**config.mk**
```make
export PLATFORM = sky130hd
export DESIGN_NAME = cache_refill_ctrl
export DESIGN_NICKNAME = d
export VERILOG_FILES = /design/src/rtl/cache_refill_ctrl.sv
export SDC_FILE = /design/constraint.sdc
export NUM_CORES = 1
export LEC_CHECK = 0
export CORE_MARGIN = 3
export CORE_UTILIZATION = 35
export CTS_CLUSTER_SIZE = 30
export DETAILED_ROUTE_END_ITERATION = 16
export PLACE_DENSITY = 0.67
export SYNTH_ARGS = -nofsm -noshare
export SYNTH_HDL_FRONTEND = slang
export SYNTH_SLANG_ARGS = --single-unit
```
**constraint.sdc**
```tcl
create_clock -name clk -period 2.2 [get_ports clk]
set_input_delay 0.55 -clock clk [delete_from_list [all_inputs] [get_ports clk]]
set_output_delay 0.55 -clock clk [all_outputs]
set_load 0.05 [all_outputs]
```
**src/rtl/cache_refill_ctrl.sv**
```systemverilog
// Miss handler for the direct-mapped cache. It fetches one line from memory a word at a time and fills the data array.
// Build option CRIT_WORD_FIRST_EN: fetch the requested word first, then wrap around the rest of the line.
//
//   state    | meaning
//   ---------+------------------------------------------------------------
//   IDLE     | waiting for a miss; miss_ready=1
//   REQ      | presenting a word read request until memory takes it
//   WAIT     | one request outstanding; waiting for its response
//   FILL_END | last word being written; fill_done pulses
module cache_refill_ctrl #(
    parameter int ADDR_W         = 32,
    parameter int DATA_W         = 32,
    parameter int WORDS_PER_LINE = 4
) (
    input  logic              clk,
    input  logic              rst_n,
    input  logic              miss_valid,
    input  logic [ADDR_W-1:0] miss_addr,
    output logic              miss_ready,
    output logic              mem_req_valid,
    output logic [ADDR_W-1:0] mem_req_addr,
    input  logic              mem_req_ready,
    input  logic              mem_rsp_valid,
    input  logic [DATA_W-1:0] mem_rsp_data,
    output logic              fill_we,
    output logic [ADDR_W-1:0] fill_addr,
    output logic [DATA_W-1:0] fill_data,
    output logic              fill_done,
    output logic              crit_valid,
    output logic [DATA_W-1:0] crit_data,
    output logic              busy
);

    localparam int OFS_W = $clog2(WORDS_PER_LINE);
    localparam int TAG_W = ADDR_W - OFS_W - 2;
    localparam logic [OFS_W-1:0] LAST_BEAT = OFS_W'(WORDS_PER_LINE - 1);

    typedef enum logic [1:0] {
        IDLE     = 2'd0,
        REQ      = 2'd1,
        WAIT     = 2'd2,
        FILL_END = 2'd3
    } state_t;

    state_t            state;
    state_t            state_next;
    logic [TAG_W-1:0]  line_tag;
    logic [OFS_W-1:0]  crit_ofs;
    logic [OFS_W-1:0]  beat;
    logic [OFS_W-1:0]  word_idx;
    logic [ADDR_W-1:0] word_addr;
    logic              accept;
    logic              rsp_take;
    logic              unused_byte_ofs;

    // The byte offset selects nothing here; the cache handles byte lanes itself.
    assign unused_byte_ofs = ^miss_addr[1:0];

`ifdef CRIT_WORD_FIRST_EN
    assign word_idx = crit_ofs + beat;
`else
    assign word_idx = beat;
`endif

    // The offset field is replaced rather than added, so the address can never carry into the tag.
    assign word_addr = {line_tag, word_idx, 2'b00};

    always_comb begin
        state_next    = state;
        accept        = 1'b0;
        rsp_take      = 1'b0;
        miss_ready    = 1'b0;
        busy          = 1'b1;
        mem_req_valid = 1'b0;
        mem_req_addr  = '0;
        fill_done     = 1'b0;
        case (state)
            IDLE: begin
                miss_ready = 1'b1;
                busy       = 1'b0;
                if (miss_valid) begin
                    accept     = 1'b1;
                    state_next = REQ;
                end
            end
            REQ: begin
                mem_req_valid = 1'b1;
                mem_req_addr  = word_addr;
                if (mem_req_ready) begin
                    state_next = WAIT;
                end
            end
            WAIT: begin
                if (mem_rsp_valid) begin
                    rsp_take   = 1'b1;
                    state_next = (beat == LAST_BEAT) ? FILL_END : REQ;
                end
            end
            FILL_END: begin
                fill_done  = 1'b1;
                state_next = IDLE;
            end
            default: begin
                state_next = IDLE;
            end
        endcase
    end

    always_ff @(posedge clk or negedge rst_n) begin
        if (!rst_n) begin
            state      <= IDLE;
            line_tag   <= '0;
            crit_ofs   <= '0;
            beat       <= '0;
            fill_we    <= 1'b0;
            fill_addr  <= '0;
            fill_data  <= '0;
            crit_valid <= 1'b0;
            crit_data  <= '0;
        end else begin
            state      <= state_next;
            fill_we    <= rsp_take;
            crit_valid <= rsp_take && (word_idx == crit_ofs);
            if (accept) begin
                line_tag <= miss_addr[ADDR_W-1:OFS_W+2];
                crit_ofs <= miss_addr[OFS_W+1:2];
                beat     <= '0;
            end
            if (rsp_take) begin
                beat      <= beat + OFS_W'(1);
                fill_addr <= word_addr;
                fill_data <= mem_rsp_data;
                if (word_idx == crit_ofs) begin
                    crit_data <= mem_rsp_data;
                end
            end
        end
    end

endmodule

```
-- After elaboration in Yosys (flattened, before gate mapping)
Index checks and enable logic that the tools add are counted.
- memories: 0
- RAM bits: 0
- output and inout port bits: 134
- bits in latches: 0
- bits in registers: 130
- logic and storage cells: 39
- ROM bits: 0
- reductions and logical operators: 5
- shifts and indexed selects: 0
- add/subtract/negate cells: 1
- divide/modulo/power cells: 0
- multipliers: 0
- magnitude comparators: 0
- eq/ne operators: 8
- bitwise gates (word level): 0
- muxes and demuxes: 16
- operators by type and width (kind ; number):
    32-bit 2-to-1 mux ; 1
    2-bit 2-to-1 mux ; 6
    1-bit 2-to-1 mux ; 8
    2-bit one-hot mux with 4 select lines ; 1
    2-bit equality test (second input constant) ; 3
    2-bit inequality test (second input constant) ; 3
    3-bit AND reduction ; 1
    2-bit by 1-bit adder with 2-bit output (second input constant) ; 1
    2-bit by 1-bit equality test with 1-bit output (second input constant) ; 1
    2-bit equality test ; 1
    2-bit logical NOT ; 1
    2-bit AND reduction ; 1
    2-bit nonzero test ; 1
    1-bit logical AND ; 1

-- Depth between registers and ports, before layout
Gate-level depths: netlist of run 1.
- depth in word-level cells: 4
- gate-level depth with buffers: 6

-- Worst setup path after synthesis of run 1
Ideal clock, no wire load.
- path type: register to output
- start point: register state[1]
- end point: output mem_req_addr[10]
- path slack: -0.143 ns
- data arrival time: 1.793 ns
- required time: 1.650 ns
- buffers on the path: 2
- stages on the path, launching flop included: 5
- cells stage by stage: dfrtp_1 -> buf_4 -> nor2b_1 -> clkbuf_1 -> and2_1
- word-level cells in the longest chain between the ends: 2
- ends and longest elaborated chain (element ; line ; source):
    start: declaration ; 45 ; state_t state;
    start signal: assignment ; 121 ; state <= state_next;
    2-bit by 1-bit equality test with 1-bit output ; 77 ; case (state)
    32-bit 2-to-1 mux ; 77 ;
    end: declaration ; 21 ; output logic [ADDR_W-1:0] mem_req_addr,
Every way passes these cells.

-- Worst setup path after layout of run 1
- start point: register crit_data[6]
- end point: output crit_data[6]
- RTL lines (element ; line ; source):
    start: declaration ; 30 ; output logic [DATA_W-1:0] crit_data,
    start signal: assignment ; 134 ; crit_data <= mem_rsp_data;
No word-level cell between the ends.

==> key figures, run 1 <==
Critical path
  • Reg-to-reg setup timing slack: 0.51 ns
  • R2r endpoint: crit_data[4]$_DFFE_PN0P_
  • Critical path data arrival time: 1.58 ns
  • Worst-path cell chain: clkdlybuf4s50_1
  • Crit Path Max Fanout: 2
  • Top delay family on crit path: buffers and inverters
  • CP max stage delay: 0.83 ns
  • Slowest-stage cell, CP: clkdlybuf4s50_1
  • R2R depth: 5
  • Setup CP Type: reg2out
  • Critical Path Source: crit_data[6]$_DFFE_PN0P_
  • CP Capture Type: output pin
  • Buffers and inverters on the worst path: 1
  • Worst EP required: 1.65 ns
  • CP Launch Type: flip-flop
  • Worst r2r src: state[0]$_DFFE_PN0P_

Synth
  • Post-synthesis compound-gate area fraction: 0.00991
  • Synth Area in Simple Gates: 0.0529
  • Sequential area share after synthesis: 0.629
  • Mapped Cells: 332
  • Post-synth cell types: 24
  • Synth top area share: 0.629
  • Yosys warns: 0
  • Largest family of logic cells by synthesized area: multiplexers
  • Synth Area in Adders: 0.00242
  • Synth Area in XOR/XNOR: 0.00338
  • Post-synthesis mux area share: 0.270
  • Synth area leader: dfrtp_1
  • Seq cells post-synth: 130
  • Mapped Avg Cell Area: 15.6 um2
  • Mapped cell area: 5170 um2
  • Synth area leaders: dfrtp_1 (63%), mux2_2 (26%), and2_1 (3.9%)

Floorplan
  • Die X-Extent: 128 um
  • Die height: 128 um
  • I/O pin cnt: 203
  • Initial core utilization: 0.366
  • Row count: 43
  • Die area: 16,300 um2
  • Core Area: 14,100 um2

GRT
  • First-pass GRT wire length: 19.2 mm
  • Vias in the first global route: 3,551
  • Total gr overflow: 0
  • Largest net degree at the start of global routing: 67
  • Total GRT Usage: 0.153
  • Initial antenna violation count: 0

Clocking
  • CTS Root Cell: clkbuf_16
  • CTS tree: yes
  • H-tree depth: 4
  • Clock transition at path regs: 0.05 ns
  • Later-pin clock latency in the skew report: 0.41 ns
  • Max Buffers Root-to-Sink: 2
  • CTS Buf Count: 17
  • Clock Sinks: 130

Final layout
  • Share of layout cells above drive strength 1: 0.363
  • Area of the multi-input gates: 1770 um2
  • Register area: 3260 um2
  • Post-layout nets: 611
  • Fill count: 1,159
  • Area Growth Syn to Fin: 60.0%
  • ANT cells: 0

STA
  • Highest Clock Rate: 469 MHz
  • Final Setup Violations: 0
  • Fin. Hold Viols: 0
  • Fin crit share: 0.969
  • Setup repair after global routing missed its margin: no
  • Worst Clk Skew: 0.00334 ns
  • Crit path time final: 2.13 ns
  • Worst Tran Pin Value: 0.542 ns
  • Max-Slew Margin vs Limit: 0.638
  • Pins Over Slew Limit: 0
  • Setup_tns: 0 ns

Drt
  • Via/cell ratio: 4.59
  • Wire length per cell: 16.6 um
  • Vias: 3,368
  • DRC: 0
  • Post-DRT Antenna Nets: 0
  • Detailed Route WL: 12.1 mm
  • Drt pass-1 iters: 4
  • 1st-iter DRT viols: 87

Place
  • Buffers on Ports: 196
  • Post-DP HPWL: 8.63 mm
  • Placer congestion estimate: 0.731

Min path
  • Hold Path Class: reg2reg
  • WHS Path Cells: 2
  • Hold EP: fill_addr[3]$_DFFE_PN0P_
  • Worst hold start: fill_addr[3]$_DFFE_PN0P_

Job
  • Max-Cap Viols: 0

Outcome
  • Outcome: complete, no violations
## how the worst max path moves through the flow
| stage | end | slack, ns | cells after the start |
|---|---|---|---|
| finish | crit_data[6] | 0.07 | 1 |
| global route | crit_data[26] | 0.0008 | 1 |
| CTS | mem_req_addr[24] | -0.01 | 4 |
| detailed placement | crit_data[4]$_DFFE_PN0P_ | -0.009 | 5 |
| global placement | crit_data[3]$_DFFE_PN0P_ | 0.04 | 5 |
| floorplan | mem_req_addr[10] | 0.13 | 4 |
## layout make-up
class                           instances  share of cell area
Clock buffer                           26              0.0615
Clock inverter                          5             0.00605
Inverter                                4             0.00181
Multi-Input combinational cell        180               0.214
Sequential cell                       130               0.393
Tap cell                              180              0.0272
Timing Repair Buffer                  208               0.296
## synthesized netlist by cell type
cell      number
dfrtp_1      130
mux2_2       121
and2_1        32
buf_4         13
inv_1          4
o21ai_0        4
buf_6          3
clkbuf_1       3
a22o_1         2
buf_2          2
mux2_1         2
nand2_1        2
nand2b_1       2
xor2_1         2
conb_1         1
ha_1           1
mux2i_1        1
nand3b_1       1
nand3b_4       1
nor2_1         1
nor2b_1        1
nor3_4         1
o21bai_1       1
o22ai_1        1
## state kept, by name, summed over array words and instances, names as in the netlist
signal,count
crit_ofs,2
fill_addr,30
line_tag,28
beat,2
fill_we,1
crit_data,32
state,2
fill_data,32
crit_valid,1
## worst min-delay path, cell delays in order, from the launching register on
cell	delay, ns
dfrtp_1	0.34
nand2_1	0.05
o21ai_0	0.06
## metal layers
metal  vias up  share of wire  track usage
met4         0          0.018       0.0624
li1       1558              -            -
met3        18          0.092       0.0677
met2       120           0.51        0.255
met5         -              0            0
met1      1672           0.38        0.170
## repair_timing
action,4_1_cts,5_1_grt
endpoints found under the setup margin,30,36
endpoints found under the hold margin,14,0
pin swaps,0,0
hold buffers,1,0
resized for setup,2,9
setup buffers,0,2
## cell families (layout without fill, tap and decap cells)
group,count (synthesis),after routing
simple gates,41,41
buf+inv,25,243
xor+xnor,2,2
flops,130,130
fa+ha+maj,1,1
other cells,1,4
compound gates,8,8
mux,124,124
## through the flow
step | area [um2] | setup slack [ns] | utilization | std cells | hold WS [ns]
floorplan | 5190 | 0.132 | - | 335 | 0.254
global route | 8280 | 0.000794 | 0.585 | 733 | 0.508
detailed placement | 7670 | -0.00873 | 0.542 | 699 | 0.436
global placement | 7670 | 0.0373 | 0.542 | 699 | 0.434
finish | 8280 | 0.0675 | 0.585 | 733 | 0.489
CTS | 8240 | -0.0126 | 0.582 | 731 | 0.493
## cell usage in the layout (no fill, tap or decap)
master,instances
dfrtp_1,128
o22ai_1,1
o21ai_0,4
buf_4,8
clkbuf_8,5
nand3b_1,1
dfrtp_2,2
and2_1,31
buf_12,37
a22o_1,2
clkbuf_1,4
nor2_2,1
mux2_2,121
nor2b_2,1
xor2_1,2
mux2i_1,1
ha_1,1
inv_1,4
conb_1,4
dlymetal6s2s_1,7
nor3_4,1
nand2_1,2
mux2_1,2
clkbuf_16,17
buf_6,1
o21bai_1,1
nand3b_4,1
bufinv_16,1
clkdlybuf4s50_1,154
and2_4,1
nand2b_1,2
dlygate4sd3_1,1
clkinv_2,4
Power of run 1 is not shown: default switching activity piles up to over one toggle a cycle in this logic, so the estimate is an artifact.
==> inputs of run 2 (changes only) <==
--- a/config.mk
+++ b/config.mk
@@ -13,3 +13,4 @@
 export SYNTH_ARGS = -nofsm -noshare
 export SYNTH_HDL_FRONTEND = slang
 export SYNTH_SLANG_ARGS = --single-unit
+export TNS_END_PERCENT = 10
==> run 2 against run 1 <==
  * Worst hold slack worse by 0.36 ns
  * Flip-flop and latch count stayed put
  * Non-clock buffer count up 2
  * Critical path depth did not move
  * Clock-buffer cell count is 7 lower
  * Wire length increased by 3.6%
  * Worst setup slack got worse by 0.014 ns
  * Global-route usage rose by 0.60 points
  * Sequential share of layout area down 0.66 points
  * Cell area up 1.7%
  * Maximum frequency decreased by 0.67%
==> key figures, run 2 (synthesis gave the netlist of run 1 again) <==
Floorplan
  • Die X-Extent: 128 um
  • Initial core utilization: 0.366
  • Core Area: 14,100 um2
  • Die height: 128 um
  • I/O pin cnt: 203
  • Row count: 43
  • Die area: 16,300 um2

GRT
  • Largest net degree at the start of global routing: 66
  • Total gr overflow: 0
  • First-pass GRT wire length: 19.9 mm
  • Initial antenna violation count: 0
  • Vias in the first global route: 3,863
  • Total GRT Usage: 0.159

Critical path
  • Setup CP Type: reg2out
  • Critical path data arrival time: 1.60 ns
  • CP Launch Type: flip-flop
  • Crit Path Max Fanout: 2
  • Worst EP required: 1.65 ns
  • Slowest-stage cell, CP: clkdlybuf4s50_1
  • Top delay family on crit path: buffers and inverters
  • Buffers and inverters on the worst path: 1
  • CP Capture Type: output pin
  • Worst-path cell chain: clkdlybuf4s50_1
  • CP max stage delay: 0.83 ns

Drt
  • Drt pass-1 iters: 4
  • Detailed Route WL: 12.6 mm
  • Wire length per cell: 17.1 um
  • 1st-iter DRT viols: 98
  • Via/cell ratio: 4.63
  • DRC: 0
  • Vias: 3,408
  • Post-DRT Antenna Nets: 0

STA
  • Worst Clk Skew: 0.00835 ns
  • Pins Over Slew Limit: 0
  • Crit path time final: 2.15 ns
  • Final WS setup: 0.0531 ns
  • Setup repair after global routing missed its margin: no
  • Fin. Hold Viols: 0
  • Max-Slew Margin vs Limit: 0.637
  • Final Setup Violations: 0
  • Highest Clock Rate: 466 MHz
  • Fin crit share: 0.976
  • Worst Tran Pin Value: 0.545 ns
  • Hold slack final: 0.129 ns

Place
  • Cell area after placement: 7710 um2
  • Buffers on Ports: 196
  • Post-DP HPWL: 9.01 mm
  • Placer congestion estimate: 0.738
  • Place WS: 0.00964 ns

Final layout
  • Post-layout nets: 613
  • Core Util, Final: 0.595
  • Area of the multi-input gates: 1770 um2
  • Commonest non-fill, non-tap cells in the layout: clkdlybuf4s50_1 (154), dfrtp_1 (128), mux2_2 (121)
  • Share of layout cells above drive strength 1: 0.372
  • Leading cell type in the layout, fill and taps excluded: clkdlybuf4s50_1
  • Area Growth Syn to Fin: 62.7%
  • ANT cells: 0
  • Register area: 3260 um2
  • Fill count: 1,094
  • Largest regs: crit_data x32, fill_data x32, fill_addr x30
  • Final Cell Area: 8420 um2

Clocking
  • CTS tree: yes
  • H-tree depth: 4
  • Clock Sinks: 130
  • Later-pin clock latency in the skew report: 0.41 ns
  • CTS Buf Count: 17
  • Max Buffers Root-to-Sink: 2
  • CTS Root Cell: clkbuf_16
  • Clock transition at path regs: 0.06 ns

Job
  • Max-Cap Viols: 0

Outcome
  • Outcome: complete, no violations

Min path
  • Hold Path Class: in2async
-- run 2: changes by cell type in the layout (fill, tap and decap cells not counted), moves of 2 or more --
cell,before,now
bufinv_16,1,5
clkbuf_1,4,0
clkbuf_8,5,2
buf_12,37,39
clkinv_4,0,2
clkinvlp_4,0,2
-- run 2: area by class of cell --
| class | count | area share |
|---|---|---|
| inverter | 4 | 0.00178 |
| tap | 180 | 0.0267 |
| timing repair buffer | 210 | 0.296 |
| sequential | 130 | 0.387 |
| clock buffer | 19 | 0.0538 |
| multi-input combinational | 180 | 0.211 |
| clock inverter | 13 | 0.0245 |
-- run 2: worst paths after layout --
kind	from	end	slack (ns)	cells past startpoint
worst max-delay path	fill_data[31]$_DFFE_PN0P_	fill_data[31]	0.05	1
worst min-delay path	rst_n	fill_data[25]$_DFFE_PN0P_	0.13	1
worst max register to register	state[1]$_DFFE_PN0P_	crit_data[10]$_DFFE_PN0P_	0.47	6
worst min register to register	crit_data[0]$_DFFE_PN0P_	crit_data[0]$_DFFE_PN0P_	0.49	1
max in group asynchronous	rst_n	fill_data[1]$_DFFE_PN0P_	1.49	2
min in group clk	crit_data[0]$_DFFE_PN0P_	crit_data[0]$_DFFE_PN0P_	0.49	1
-- run 2: per-stage QoR --
stage / TNS (ns) / instances
after CTS: 0 / 733
after detailed placement: 0 / 701
after global routing: 0 / 736
after global placement: 0 / 701
final: 0 / 736
after floorplan: -0.0271 / 335
-- run 2: layer usage --
metal,track usage,part of all wire
met5,0,0
met4,0.0618,0.018
met3,0.0652,0.079
met2,0.282,0.53
met1,0.167,0.38
-- run 2: what timing repair did --
action,CTS,global route
setup buffers,0,3
hold buffers,0,0
gates cloned,0,0
endpoints found under the setup margin,30,37
gates resized for setup,2,10
Power of run 2 is left out for the same reason.
